`src/rtl/bloom_filter_core_if.sv`:
```
// Command/response bundle between the custom-instruction decode stage and the
// Bloom filter core.
interface bloom_filter_core_if #(
  parameter int DATA_W = 8
);
  logic              insert_i;
  logic              check_i;
  logic              clear_i;
  logic [DATA_W-1:0] data_i;
  logic              ready_o;
  logic              busy_o;
  logic              done_o;
  logic              match_o;
  logic [15:0]       count_o;

  modport master (
    output insert_i, check_i, clear_i, data_i,
    input  ready_o, busy_o, done_o, match_o, count_o
  );

  modport slave (
    input  insert_i, check_i, clear_i, data_i,
    output ready_o, busy_o, done_o, match_o, count_o
  );
endinterface

```
`src/rtl/bloom_filter_core.sv`:
```
// Bloom filter engine: M_BITS-bit array in 32-bit words, one hash per cycle
// for insert/check, one word per cycle for clear and the post-reset sweep.
module bloom_filter_core #(
  parameter int M_BITS = 256,
  parameter int K_HASH = 3,
  parameter int DATA_W = 8
) (
  input  logic clk,
  input  logic rst,
  bloom_filter_core_if.slave bus
);
  localparam int W  = M_BITS / 32;
  localparam int IW = $clog2(M_BITS);
  localparam int WW = (W > 1) ? $clog2(W) : 1;
  localparam int PW = DATA_W + 8;

  localparam logic [1:0] ST_IDLE   = 2'd0;
  localparam logic [1:0] ST_INSERT = 2'd1;
  localparam logic [1:0] ST_CHECK  = 2'd2;
  localparam logic [1:0] ST_CLEAR  = 2'd3;

  logic [1:0]        state_q, state_d;
  logic [7:0]        step_q, step_d;
  logic [DATA_W-1:0] data_q, data_d;
  logic              done_q, done_d;
  logic              match_q, match_d;
  logic              acc_q, acc_d;
  logic [15:0]       count_q, count_d;
  logic              sweep_q, sweep_d;
  logic [31:0]       mem_q [W];
  logic [31:0]       mem_d [W];

  logic [IW-1:0]     hidx;
  logic [WW-1:0]     word_sel;
  logic [4:0]        bit_sel;
  logic              tested_bit;

  // C = {1, 157, 59, 229}; the product never exceeds PW bits since C < 256.
  function automatic logic [IW-1:0] hash_idx(input logic [DATA_W-1:0] d,
                                             input logic [7:0] k);
    logic [7:0]    c;
    logic [PW-1:0] prod;
    logic [63:0]   sum;
    case (k[1:0])
      2'd0:    c = 8'd1;
      2'd1:    c = 8'd157;
      2'd2:    c = 8'd59;
      default: c = 8'd229;
    endcase
    prod = PW'(d) * PW'(c);
    sum  = 64'(prod) + 64'(k);
    return sum[IW-1:0];
  endfunction

  assign hidx       = hash_idx(data_q, step_q);
  assign word_sel   = WW'(hidx >> 5);
  assign bit_sel    = hidx[4:0];
  assign tested_bit = mem_q[word_sel][bit_sel];

  always_comb begin
    state_d = state_q;
    step_d  = step_q;
    data_d  = data_q;
    done_d  = 1'b0;
    match_d = match_q;
    acc_d   = acc_q;
    count_d = count_q;
    sweep_d = sweep_q;
    mem_d   = mem_q;

    case (state_q)
      ST_IDLE: begin
        if (bus.clear_i) begin
          state_d = ST_CLEAR;
          step_d  = 8'd0;
          count_d = 16'd0;
          match_d = 1'b0;
          sweep_d = 1'b0;
        end else if (bus.insert_i) begin
          state_d = ST_INSERT;
          step_d  = 8'd0;
          data_d  = bus.data_i;
        end else if (bus.check_i) begin
          state_d = ST_CHECK;
          step_d  = 8'd0;
          data_d  = bus.data_i;
          acc_d   = 1'b1;
        end
      end

      ST_INSERT: begin
        mem_d[word_sel][bit_sel] = 1'b1;
        if (step_q == 8'(K_HASH - 1)) begin
          state_d = ST_IDLE;
          done_d  = 1'b1;
          count_d = (count_q == 16'hFFFF) ? count_q : count_q + 16'd1;
        end else begin
          step_d = step_q + 8'd1;
        end
      end

      ST_CHECK: begin
        acc_d = acc_q & tested_bit;
        if (step_q == 8'(K_HASH - 1)) begin
          state_d = ST_IDLE;
          done_d  = 1'b1;
          match_d = acc_q & tested_bit;
        end else begin
          step_d = step_q + 8'd1;
        end
      end

      ST_CLEAR: begin
        mem_d[WW'(step_q)] = 32'd0;
        if (step_q == 8'(W - 1)) begin
          state_d = ST_IDLE;
          // The post-reset sweep completes silently.
          done_d  = ~sweep_q;
          sweep_d = 1'b0;
        end else begin
          step_d = step_q + 8'd1;
        end
      end

      default: state_d = ST_IDLE;
    endcase
  end

  always_ff @(posedge clk) begin
    if (rst) begin
      state_q <= ST_CLEAR;
      step_q  <= 8'd0;
      data_q  <= '0;
      done_q  <= 1'b0;
      match_q <= 1'b0;
      acc_q   <= 1'b0;
      count_q <= 16'd0;
      sweep_q <= 1'b1;
    end else begin
      state_q <= state_d;
      step_q  <= step_d;
      data_q  <= data_d;
      done_q  <= done_d;
      match_q <= match_d;
      acc_q   <= acc_d;
      count_q <= count_d;
      sweep_q <= sweep_d;
    end
  end

  // Array has no reset of its own; the sweep that follows rst zeroes it.
  always_ff @(posedge clk) begin
    for (int i = 0; i < W; i++) begin
      mem_q[i] <= mem_d[i];
    end
  end

  assign bus.ready_o = (state_q == ST_IDLE);
  assign bus.busy_o  = (state_q != ST_IDLE);
  assign bus.done_o  = done_q;
  assign bus.match_o = match_q;
  assign bus.count_o = count_q;
endmodule

```
`src/flat_wrapper.sv`:
```
// flat-port wrapper written by rule: the top's interface ports become plain ports
module bloom_filter_core_flat 
#(
  parameter int M_BITS = 256,
  parameter int K_HASH = 3,
  parameter int DATA_W = 8
)
  (clk, rst, bus_insert_i, bus_check_i, bus_clear_i, bus_data_i, bus_ready_o, bus_busy_o, bus_done_o, bus_match_o, bus_count_o);
  bloom_filter_core_if #(.DATA_W(DATA_W)) bus_i ();
  input  logic clk;
  input  logic rst;
  input wire logic [$bits(bus_i.insert_i)-1:0] bus_insert_i;
  input wire logic [$bits(bus_i.check_i)-1:0] bus_check_i;
  input wire logic [$bits(bus_i.clear_i)-1:0] bus_clear_i;
  input wire logic [$bits(bus_i.data_i)-1:0] bus_data_i;
  output wire logic [$bits(bus_i.ready_o)-1:0] bus_ready_o;
  output wire logic [$bits(bus_i.busy_o)-1:0] bus_busy_o;
  output wire logic [$bits(bus_i.done_o)-1:0] bus_done_o;
  output wire logic [$bits(bus_i.match_o)-1:0] bus_match_o;
  output wire logic [$bits(bus_i.count_o)-1:0] bus_count_o;
  assign bus_i.insert_i = bus_insert_i;
  assign bus_i.check_i = bus_check_i;
  assign bus_i.clear_i = bus_clear_i;
  assign bus_i.data_i = bus_data_i;
  assign bus_ready_o = bus_i.ready_o;
  assign bus_busy_o = bus_i.busy_o;
  assign bus_done_o = bus_i.done_o;
  assign bus_match_o = bus_i.match_o;
  assign bus_count_o = bus_i.count_o;
  bloom_filter_core #(.M_BITS(M_BITS), .K_HASH(K_HASH), .DATA_W(DATA_W)) u_core (.clk(clk), .rst(rst), .bus(bus_i));
endmodule
```
`config.mk`:
```
export PLATFORM = sky130hd
export DESIGN_NAME = bloom_filter_core_flat
export DESIGN_NICKNAME = d
export VERILOG_FILES = /design/src/rtl/bloom_filter_core_if.sv /design/src/rtl/bloom_filter_core.sv /design/src/flat_wrapper.sv
export SDC_FILE = /design/constraint.sdc
export NUM_CORES = 1
export LEC_CHECK = 0
export BUFFER_PORTS_ARGS = -buffer_cell sky130_fd_sc_hd__buf_4
export CORE_UTILIZATION = 50
export CTS_CLUSTER_DIAMETER = 30
export DETAILED_ROUTE_END_ITERATION = 6
export PLACE_DENSITY_LB_ADDON = 0.05
export REMOVE_ABC_BUFFERS = 1
export SLEW_MARGIN = 25
export SYNTH_ARGS = -nofsm -noshare
export SYNTH_HDL_FRONTEND = slang
export SYNTH_SLANG_ARGS = --single-unit
```
`constraint.sdc`:
```
create_clock -name clk -period 8.55 [get_ports clk]
set_input_delay 0.855 -clock clk [delete_from_list [all_inputs] [get_ports clk]]
set_output_delay 0.855 -clock clk [all_outputs]
set_load 0.005 [all_outputs]
```
==> metrics.cfg <==
[critical_path]
cpMaxStageDelayCell=xnor2_4
worst_r2r_endpoint=u_core.acc_q
cp.required_ns=8.98
path_class=flip-flop to flip-flop
ff2ff_path_depth=26
cp-start-kind=flip-flop
path_max_fanout=23
end_kind=flip-flop
reg2reg_from=u_core.step_q[0]
crit_top_cell=inv_1
reg2reg_slack_ns=1.13
max_stage_delay_ns=0.69
cp.arrival_ns=7.85

[sta]
min_period_ns=7.42
finalCritPeriodShare=0.868
rsz0062_at_grt=false
setup_viol=0
skew_ns=0.0246
tightest_slew_ns=1.06
slew_headroom=0.291
hold_viol_final=0
slew_violations=0
clock.fmax_mhz=135
worst_hold_slack_ns=0.443

[global_route]
track_usage=0.305
grt_pass1_vias=12600
grt_pass1_wl_um=75800
grt_start_max_net_pins=156
gr-total-overflow=0
antenna_found_initial=0

[clock_tree]
clk_path_buf_depth=3
cts_tree=yes
postCtsResizedCells=0
postCtsSetupRepairBufs=0
h-tree-depth=3
numCtsBuffers=73
ctsHoldBuffers=0
clk_pin_slew_ns=0.04
clock-sinks=294
root_buffer=clkbuf_16
clk_latency_ns=0.58

[synthesis]
yosysSeqAreaShare=0.529
yosysWarnings=0
dominantRegCellSynth=edfxtp_1
synth_edf_count=256
synthesis.area_sq_um=16000
synth.avg_cell_area_sq_um=10.6
synthArstFlopShare=0
ys_seq_elements=294
netlist_instances=1503
synth_cell_types=82

[placement]
port-buffer-count=32
dp_hpwl_um=28700
placed_cells=1875
gp_congestion=0.857

[floorplanning]
start_util=0.508
die_h_um=181
ios=33
core_sq_um=31500
die_area_sq_um=32700
die_x_um=181
rows=65

[finish]
layout.nets=1605
area.growth.synth_to_final_pct=19.6
drive_gt1_frac=0.144
nFillCells=2623
diodes=0
layout.cells.non_filler=2008

[routing]
wl_per_cell_um=24.6
firstDrtPassIters=6
routed_wl_um=49500
via_per_inst=6.34
routed-via-count=12700
postRouteAntennaNets=0
drc=0
drt_iter0_drc=1542

[min_path]
whs_path_depth=2
hold_path_end=u_core.sweep_q
holdCritStartpoint=u_core.sweep_q
worstHoldPathType=flip-flop to flip-flop

[power]
peakVddDrop_mv=0.270
power_density_nw_per_um2=410
p_leak_nw=7.35

[job]
max-cap-violations=0

[run_status]
status=finished, final reports clean

==> Yosys cell counts, types with 5 or more instances <==
master    number  area share
fa_1          18       0.023
o22ai_1       12      0.0047
or3_1          6      0.0023
o221ai_1      10      0.0055
a22o_1       104       0.057
o211ai_1      14      0.0066
xnor2_1       12      0.0066
nor2_1       116       0.027
clkbuf_1      73       0.017
ha_1          26       0.020
nand4_1       13      0.0051
and3_1         8      0.0031
buf_2         11      0.0034
a21oi_1       18      0.0056
nand2b_1       8      0.0031
xor2_1        17      0.0093
inv_1         49       0.012
nor2b_1        7      0.0027
nor3_1        27      0.0085
buf_6          5      0.0035
o21ai_0      175       0.055
nand3_1       31      0.0097
nand2_1      297       0.070
a31oi_1        7      0.0027
mux2i_1       26       0.016
dfxtp_1       38       0.048
mux4_2        24       0.034
edfxtp_1     256        0.48
==> cells in the final DEF (no fill, tap or decap), types with 38 or more instances in the layout <==
master and count:
edfxtp_1 256, inv_1 49, nand2_1 296, o21ai_0 174, clkbuf_16 75, dfxtp_1 38
buf_4 65, a22o_1 104, nor2_1 115
==> worst max-delay path by stage <==
stage | from | end | slack [ns] | cells past startpoint
4_1_cts | u_core.step_q[0] | u_core.acc_q | 1.22 | 26
3_3_place_gp | u_core.step_q[0] | u_core.bus.match_o | 1.36 | 26
2_1_floorplan | u_core.step_q[0] | u_core.acc_q | -0.25 | 20
3_5_place_dp | u_core.step_q[0] | u_core.bus.match_o | 1.27 | 26
5_1_grt | u_core.step_q[0] | u_core.bus.match_o | 0.72 | 26
6_report | u_core.step_q[0] | u_core.acc_q | 1.13 | 26
==> metal layers <==
layer,vias up,part of all wire,GRT usage
met3,134,0.081,0.0591
li1,5675,-,-
met4,0,0.036,0.126
met2,661,0.45,0.467
met1,6253,0.43,0.427
met5,-,0,0
==> stage by stage <==
| stage | TNS (ns) | cell area (sq um) | power, mW | setup WS (ns) | utilization |
|---|---|---|---|---|---|
| after floorplan | -0.501 | 15500 | 4.40 | -0.251 | - |
| after global placement | 0 | 16600 | 4.94 | 1.36 | 0.528 |
| after detailed placement | 0 | 16600 | 4.99 | 1.27 | 0.528 |
| after CTS | 0 | 19100 | 7.82 | 1.22 | 0.607 |
| after global routing | 0 | 19100 | 8.19 | 0.723 | 0.607 |
| final | 0 | 19100 | 7.84 | 1.13 | 0.607 |
==> state kept, by name, summed over array words and instances (netlist names) <==
name                count
u_core.data_q           8
u_core.step_q           8
u_core.state_q          2
u_core.sweep_q          1
u_core.acc_q            1
u_core.mem_q          256
u_core.bus.done_o       1
u_core.bus.count_o     16
u_core.bus.match_o      1
==> power by group <==
part	internal (mW)	total, mW	switching (mW)
sequential	2.62	3.00	0.379
combinational	0.736	2.03	1.29
clock	1.96	2.81	0.849
==> layout make-up <==
type / count / area (sq um) / area share
clock buffer: 87 / 1930 / 0.101
clock inverter: 46 / 556 / 0.0291
inverter: 51 / 191 / 0.0100
multi-input combinational: 1062 / 6980 / 0.365
sequential: 294 / 8450 / 0.442
tap: 402 / 503 / 0.0263
timing repair buffer: 66 / 508 / 0.0266
==> cells by family after synthesis <==
kind of cell / after synthesis / share of synthesized area
AO/OA/AOI/OAI: 395 / 0.168
multiplexers: 56 / 0.0546
buffers and inverters: 147 / 0.0397
XOR/XNOR: 36 / 0.0270
adder cells (fa/ha/maj): 44 / 0.0429
flip-flops: 294 / 0.529
AND/OR/NAND/NOR: 531 / 0.140
==> critical path, delay by kind of cell (launching register included) <==
kind	cells	cell delay, ns
simple gates	4	0.32
flops	1	0.60
fa+ha+maj	6	2.65
buf+inv	9	1.25
compound gates	5	1.09
xor+xnor	2	1.33
Power figures use the tool's default switching activity.
